===== src/rtl/access_control_param.sv =====
// Parking access controller: arrival detection, PIN check with attempt limit,
// gate-open timeout, tailgating detection and PIN-only lockout recovery.
module access_control_param #(
  parameter int                     ANCHO_CLAVE    = 8,
  parameter logic [ANCHO_CLAVE-1:0] CLAVE_CORRECTA = 8'h5A,
  parameter int                     MAX_INTENTOS   = 3,
  parameter int                     ANCHO_INTENTOS = 2,
  parameter int                     TIEMPO_LIMITE  = 200,
  parameter int                     ANCHO_TIEMPO   = 8
) (
  input  logic                      i_clock,
  input  logic                      i_reset,
  input  logic                      i_sensor_llegada_vehiculo,
  input  logic                      i_sensor_ingreso_vehiculo,
  input  logic [ANCHO_CLAVE-1:0]    i_clave_ingresada,
  input  logic                      i_clave_valida,
  output logic                      o_senal_compuerta,
  output logic                      o_senal_alarma_pin,
  output logic                      o_senal_alarma_bloqueo,
  output logic [ANCHO_INTENTOS-1:0] o_intentos_fallidos,
  output logic [3:0]                o_estado
);

  localparam logic [ANCHO_INTENTOS-1:0] MAX_I = ANCHO_INTENTOS'(MAX_INTENTOS);
  localparam logic [ANCHO_TIEMPO-1:0]   T_FIN = ANCHO_TIEMPO'(TIEMPO_LIMITE - 1);

  typedef enum logic [3:0] {
    ESPERA     = 4'b0001,
    VEHICULO   = 4'b0010,
    INGRESANDO = 4'b0100,
    BLOQUEO    = 4'b1000
  } estado_t;

  estado_t                   r_estado, w_estado;
  logic [ANCHO_INTENTOS-1:0] r_intentos, w_intentos;
  logic [ANCHO_TIEMPO-1:0]   r_timer, w_timer;
  logic                      r_vio, w_vio;
  logic                      r_pin, w_pin;

  logic                      w_clave_ok;
  logic [ANCHO_INTENTOS-1:0] w_intentos_inc;

  assign w_clave_ok     = (i_clave_ingresada == CLAVE_CORRECTA);
  // Only used in VEHICULO, where r_intentos < MAX_I always holds, so no wrap.
  assign w_intentos_inc = r_intentos + 1'b1;

  always_ff @(posedge i_clock or posedge i_reset) begin
    if (i_reset) begin
      r_estado   <= ESPERA;
      r_intentos <= '0;
      r_timer    <= '0;
      r_vio      <= 1'b0;
      r_pin      <= 1'b0;
    end else begin
      r_estado   <= w_estado;
      r_intentos <= w_intentos;
      r_timer    <= w_timer;
      r_vio      <= w_vio;
      r_pin      <= w_pin;
    end
  end

  always_comb begin
    w_estado   = r_estado;
    w_intentos = r_intentos;
    w_timer    = r_timer;
    w_vio      = r_vio;
    w_pin      = r_pin;
    case (r_estado)
      ESPERA: begin
        if (i_sensor_ingreso_vehiculo)      w_estado = BLOQUEO;
        else if (i_sensor_llegada_vehiculo) w_estado = VEHICULO;
      end
      VEHICULO: begin
        if (i_sensor_ingreso_vehiculo) begin
          w_estado = BLOQUEO;
        end else if (i_clave_valida && w_clave_ok) begin
          w_estado   = INGRESANDO;
          w_intentos = '0;
          w_pin      = 1'b0;
          w_timer    = '0;
          w_vio      = 1'b0;
        end else if (i_clave_valida) begin
          w_pin      = 1'b1;
          w_intentos = w_intentos_inc;
          if (w_intentos_inc == MAX_I) w_estado = BLOQUEO;
        end else if (!i_sensor_llegada_vehiculo) begin
          w_estado   = ESPERA;
          w_intentos = '0;
          w_pin      = 1'b0;
        end
      end
      INGRESANDO: begin
        if (i_sensor_llegada_vehiculo && i_sensor_ingreso_vehiculo) begin
          w_estado = BLOQUEO;
        end else if (r_vio && !i_sensor_ingreso_vehiculo) begin
          w_estado = ESPERA;
        end else begin
          if (i_sensor_ingreso_vehiculo) w_vio = 1'b1;
          // Timeout only runs until the vehicle is seen entering.
          if (!r_vio) begin
            if (r_timer == T_FIN) begin
              if (!i_sensor_ingreso_vehiculo) w_estado = ESPERA;
            end else begin
              w_timer = r_timer + 1'b1;
            end
          end
        end
      end
      BLOQUEO: begin
        if (i_clave_valida && w_clave_ok) begin
          w_estado   = ESPERA;
          w_intentos = '0;
          w_pin      = 1'b0;
        end else if (i_clave_valida) begin
          w_pin = 1'b1;
        end
      end
      default: w_estado = ESPERA;
    endcase
  end

  assign o_estado               = r_estado;
  assign o_senal_compuerta      = (r_estado == INGRESANDO);
  assign o_senal_alarma_bloqueo = (r_estado == BLOQUEO);
  assign o_senal_alarma_pin     = r_pin;
  assign o_intentos_fallidos    = r_intentos;

endmodule


===== config.mk =====
export PLATFORM = sky130hd
export DESIGN_NAME = access_control_param
export DESIGN_NICKNAME = d
export VERILOG_FILES = /design/src/rtl/access_control_param.sv
export SDC_FILE = /design/constraint.sdc
export NUM_CORES = 1
export LEC_CHECK = 0
export BUFFER_PORTS_ARGS = -buffer_cell sky130_fd_sc_hd__clkbuf_2
export CORE_MARGIN = 1
export CORE_UTILIZATION = 53
export CTS_CLUSTER_DIAMETER = 30
export DETAILED_ROUTE_END_ITERATION = 10
export PLACE_DENSITY = 0.86
export SLEW_MARGIN = 20
export SYNTH_ARGS = -nofsm -noshare
export SYNTH_HDL_FRONTEND = slang
export SYNTH_SLANG_ARGS = --single-unit

===== constraint.sdc =====
create_clock -name i_clock -period 1.9 [get_ports i_clock]
set_input_delay 0.38 -clock i_clock [delete_from_list [all_inputs] [get_ports i_clock]]
set_output_delay 0.38 -clock i_clock [all_outputs]
set_load 0.02 [all_outputs]

Yosys cells after proc, flatten, opt, wreduce, memory -nomap -nowiden

Index checks and enable logic that the tools add are counted.

Multiplexer cells: 40
Reductions and logical operators: 11
Add/sub/neg operators: 2
Equal/unequal tests: 23

Operators with widths:

| operator            | count |
|---|---|
| $mux 4              | 13 |
| $mux 8              | 6 |
| $pmux 4 s4          | 1 |
| $pmux 8 s2          | 1 |
| $ne 2x2->1 const B  | 7 |
| $reduce_and 7->1    | 2 |
| $mux 1              | 11 |
| $mux 2              | 5 |
| $ne 5x5->1 const B  | 2 |
| $add 8x1->8 const B | 1 |
| $eq 8x7->1 const B  | 1 |
| $eq 8x8->1 const B  | 1 |
| $ne 4x2->1 const B  | 2 |
| $reduce_and 4->1    | 2 |
| $reduce_and 6->1    | 1 |
| $eq 4x1->1 const B  | 1 |
| $eq 4x2->1 const B  | 1 |
| $eq 4x3->1 const B  | 1 |
| $eq 4x4->1 const B  | 1 |
| $ne 4x1->1 const B  | 1 |
| $ne 4x4->1 const B  | 1 |
| $pmux 1 s2          | 2 |
| $pmux 2 s2          | 1 |
| $reduce_bool 2->1   | 2 |
| other kinds (7)     | 9 |

Input bits: 13
Logic and storage cells: 81
Register bits after elaboration: 16
Output and inout port bits: 9

Longest topological paths before layout

Word-level depth: 7
Mapped depth: 7
Depth with buffers taken out: 6

Worst setup path after synthesis

OpenSTA, ideal clock, no wires.

Path type: register -> register
From: reg r_estado[1] (netlist: o_estado[1])
To: reg r_timer[2]
Period minus slack after synthesis: 1790 ps
Data required time: 1805 ps
Cell stages (with the launch flop): 7
Arrival time: 1695 ps
Library setup time: 95 ps
Path buffers: 1
Setup slack: 110 ps
Cells stage by stage: dfrtp_1 nand2b_1 or3_1 buf_2 inv_1 nand2b_2 o31ai_1

Word-level cells in the longest chain between the ends: 3
Elaborated cells between the ends (all ways): 11
Those cells by class: 8 x eq/ne; 1 x mux; 2 x reduce/logical

Ends and longest elaborated chain:

| what                                                             | line | RTL |
|---|---|---|
| start, declared                                                  | 34   | `estado_t r_estado, w_estado;` |
| start signal, assigned                                           | 55   | `r_estado <= w_estado;` |
| $eq 4x3->1 (*)                                                   | --   |  |
| net o_senal_compuerta                                            | 17   | `output logic o_senal_compuerta,` |
| $ne 2x2->1 (no line) / $reduce_bool 2->1 (equally long branches) | --   |  |
| $reduce_and 7->1 (no line)                                       | --   |  |
| end signal, assigned                                             | 57   | `r_timer <= w_timer;` |
| end, declared                                                    | 36   | `logic [ANCHO_TIEMPO-1:0] r_timer, w_timer;` |

The timed path passes the listed nets; every way through them passes the cells marked *.
A chain may end at the register's enable or synchronous reset.

Worst setup path in the final report

From: reg r_estado[2] (netlist: o_estado[2])
To: reg r_timer[6]

Word-level cells in the longest chain between the ends: 3
Elaborated cells between the ends (all ways): 11
Those cells by class: 8 x eq/ne; 1 x mux; 2 x reduce/logical

Ends and longest elaborated chain:

| what                                                             | line | RTL |
|---|---|---|
| $eq 4x2->1 / $eq 4x3->1 (equally long branches)                  | 69   | `case (r_estado)` |
| $ne 2x2->1 (no line) / $reduce_bool 2->1 (equally long branches) | --   |  |
| $reduce_and 7->1 (no line)                                       | --   |  |

Several ways; a longest one is shown, not always the timed one.

==> impl_summary.md <==
Outcome
The run finished, with violations left. The checks that failed: negative setup slack.

Logic synthesis
Summing the sequential cell areas from Yosys gives 37.8% of the chip area. Counting every net in the synthesized netlist gives around 140. The number of flops mapped to enable cells by yosys is 0. Each instance of the synthesized netlist takes up on average 8.64 um^2.

For this run, the number of Yosys warnings is 0. The number of different library cells used by synthesis comes to 42. The async set-reset flop share out of synthesis is 100%. The proportion of netlist area held by the largest area contributor is 35.3%. Synthesis produced 123 cells.

Of all cell types, the one taking the most synthesized area is dfrtp_1. For this run, the leading register cell type out of synthesis is dfrtp_1. The post-synthesis cell area is ~0.0011 mm^2. The number of register bits inferred by synthesis is 16. Ranked by total cell area, the synthesized netlist is headed by dfrtp_1, o21ai_1, o31ai_1.

STA
For the final database, setup skew stands at 0.00190 ns. The actual transition at the worst max-transition pin is roughly 0.63 ns. Setup repair after global routing could not meet its margin everywhere. The fmax is 514 MHz.

Setup violations remaining at the end of the flow were counted as 7. The total negative setup slack is -0.236 ns. The post-route clock period utilization is 102%. The number of pins with negative max-slew slack in the final report is 0. In the post-route analysis, the smallest setup slack over all paths is -0.0472 ns. The worst relative slew slack is 58.0%. The routed design could run at a clock period as short as between 1.5 and 2 ns.

Final hold analysis gives a worst-case slack of 0.126 ns. The final-report hold violation count is 0.

Critical path
The type of element launching the critical path is a register. The combined buffer and inverter count along the critical path is 1. Among all stages on the critical path, the largest delay is contributed by dfrtp_2.

The signal on the critical path passes through buf_6, or3b_4, or2_4, o2111ai_4, nand2b_4, o31ai_4. The most critical setup path has its endpoint at r_timer[6]. In this run the critical register-to-register path is launched from o_estado[2]. The startpoint of the worst setup timing path is o_estado[2]. The minimum setup slack among reg-to-reg paths is -0.05 ns. Broken down by cell family, the worst path's largest delay share belongs to simple AND/OR/NAND/NOR gates. The worst register-to-register path ends at r_timer[6]. The largest fanout on the critical path is 5. The data required time of the worst path is ~2.1 ns.

The critical path's largest stage delay is between 0.4 and 0.5 ns. The category of the worst setup path capture point is a register. By startpoint and endpoint, the worst setup path is classified as register to register. The path depth of the worst reg2reg path is 6. The endpoint arrival time on the critical path is 2.13 ns. The logic depth of the worst path, buffers included is 6.

Floorplanning
The die is 46.8 um wide. The number of standard-cell rows in the floorplan is 15. The die is 46.8 um tall. The initial cell density of the core is between 50% and 60%.

The core region is 0.00180 mm^2. The number of placed I/O pins is 22. The floorplan step defined a die boundary enclosing around 0.0022 mm^2.

Routing
In this run, the number of DRC markers left after iteration 0 of detailed routing was 65. After detailed routing, the average wire length per cell comes to 18.1 um. The final wirelength is ~3400 um. The number of search-and-repair iterations in the first detailed-routing pass is 5. The via total after detailed routing is 1178. After detailed routing, the number of remaining DRC violations is 0. In the routed layout, each cell is associated on average with a via count of 6.33. The number of antenna-violating nets in the routed design is 0.

Global route
Entering global routing, the biggest net connects 17 pins. The global-route wire length before repair is 4350 um. Global routing used 28.8% of the available tracks. The number of global-route vias before repair was 1000. The sum of overflow across all layers after global routing is 0.

The initial antenna violation count is 0.

Pwr
The power density over the cells is 910 mW/mm^2. The worst vdd rail ir drop is 0.000880 V. The analysis attributes to cell leakage a power of 0.689 nW. The total power of the final layout is 1.34 mW.

Clock network
The cell at the root of the clock tree is clkbuf_4. The CTS tree is done. The buffer depth of the longest clock path is 2.

The tree built by TritonCTS fans out to 16 sinks. Clock-pin slew was measured on the worst setup and hold paths at 0.10 ns. Buffers inserted to repair hold after CTS numbered 0. TritonCTS created 3 clock buffers. The number of H-tree levels is 1. The later pin in the worst-skew pair is clocked with a latency of about 0.30 ns.

Cells and area
Once layout is done, the placed cells without fillers occupy 0.00147 mm^2. The final layout net count is 177. In the final layout, the share of cells above drive strength 1 is 43.5%. The number of inserted diodes is 0. The area growth from synthesis to layout is 38.2%.

Place
Timing analysis after detailed placement gives a worst setup slack of 0.0695 ns. After legalization and detailed placement, the total HPWL measured 2070 um. During placement, the flow inserted port buffers numbering 21. The area of placed instances is around 0.0012 mm^2. The final RePlAce weighted congestion is 0.836.

Min path
The path class of the tightest hold or removal check is primary input to async pin.

Run
The reported max-cap violation count is 0.
-- cell type report --
class                           instances  area (um^2)
Clock buffer                            4         36.3
Inverter                                8         35.0
Timing Repair Buffer                   37          249
Fill cell                             119          334
Multi-Input combinational cell         96          711
Sequential cell                        16          405
Tap cell                               25         31.3
-- flip-flops by register name, indices dropped and copies added, names as in the netlist --
name and count:
o_intentos_fallidos 2, o_estado 4, r_timer 8, o_senal_alarma_pin 1, r_vio 1
-- cell usage after synthesis (all sizes together), types with 2 or more instances --
cell	instances
o31ai	6
mux2i	2
o21ai	17
a2bb2oi	2
inv	8
and4bb	2
a21oi	6
nor2	10
a31oi	2
dfrtp	15
and3	5
nand3	6
nand2b	3
nor2b	3
nand2	10
buf	3
ha	2
o22ai	2
-- cells by family (layout without fill, tap and decap cells) --
kind of cell	after synthesis	count (layout)	synth area share, %
AO/OA/AOI/OAI	44	44	27.1
XOR/XNOR	1	1	0.825
adder cells (fa/ha/maj)	2	2	2.36
buffers and inverters	11	49	4.83
flip-flops	16	16	37.8
multiplexers	2	2	1.88
AND/OR/NAND/NOR	47	47	25.2
-- worst min-delay path by stage --
stage	startpoint	end
floorplan	i_reset	o_estado[1]
global placement	i_reset	o_intentos_fallidos[0]
detailed placement	i_reset	r_timer[1]
CTS	i_reset	r_timer[1]
global route	i_reset	r_timer[1]
finish	i_reset	r_timer[1]
-- repair_timing --
item / 4_1_cts / 5_1_grt
gates resized for setup: 11 / 30
pin swaps: 2 / 9
buffers inserted: 7 / 4
cloned: 0 / 1
endpoints found under the setup margin: 2 / 15
-- power breakdown --
part	total, mW	internal, mW	switching (mW)
Sequential	0.510	0.416	0.0943
Combinational	0.590	0.260	0.330
Clock	0.236	0.117	0.120
Total	1.34	0.792	0.544
-- layer usage --
metal  GRT usage [%]  vias up  share of wire [%]
met5               0        -                  0
met4            13.7        0                3.9
met3            3.08       19                5.7
met2            48.9       59                 51
met1            36.6      565                 40
li1                -      535                  -
-- through the flow --
stage	instances	utilization (%)
detailed placement	170	67.0
global route	186	81.5
global placement	170	67.0
finish	186	81.5
floorplan	123	-
CTS	181	73.4
-- layout by cell type (no fill, tap or decap), types with 3 or more instances in the layout --
cell type	n
clkbuf_4	3
o21ai_1	7
dfrtp_2	3
clkbuf_2	19
inv_1	6
a21oi_1	5
nand2_1	10
buf_4	13
buf_6	5
nand3_1	6
o21ai_0	4
dfrtp_1	12
o21ai_2	6
and3_1	5
nor2_1	9
No activity file was read; power rests on OpenSTA's default activity.
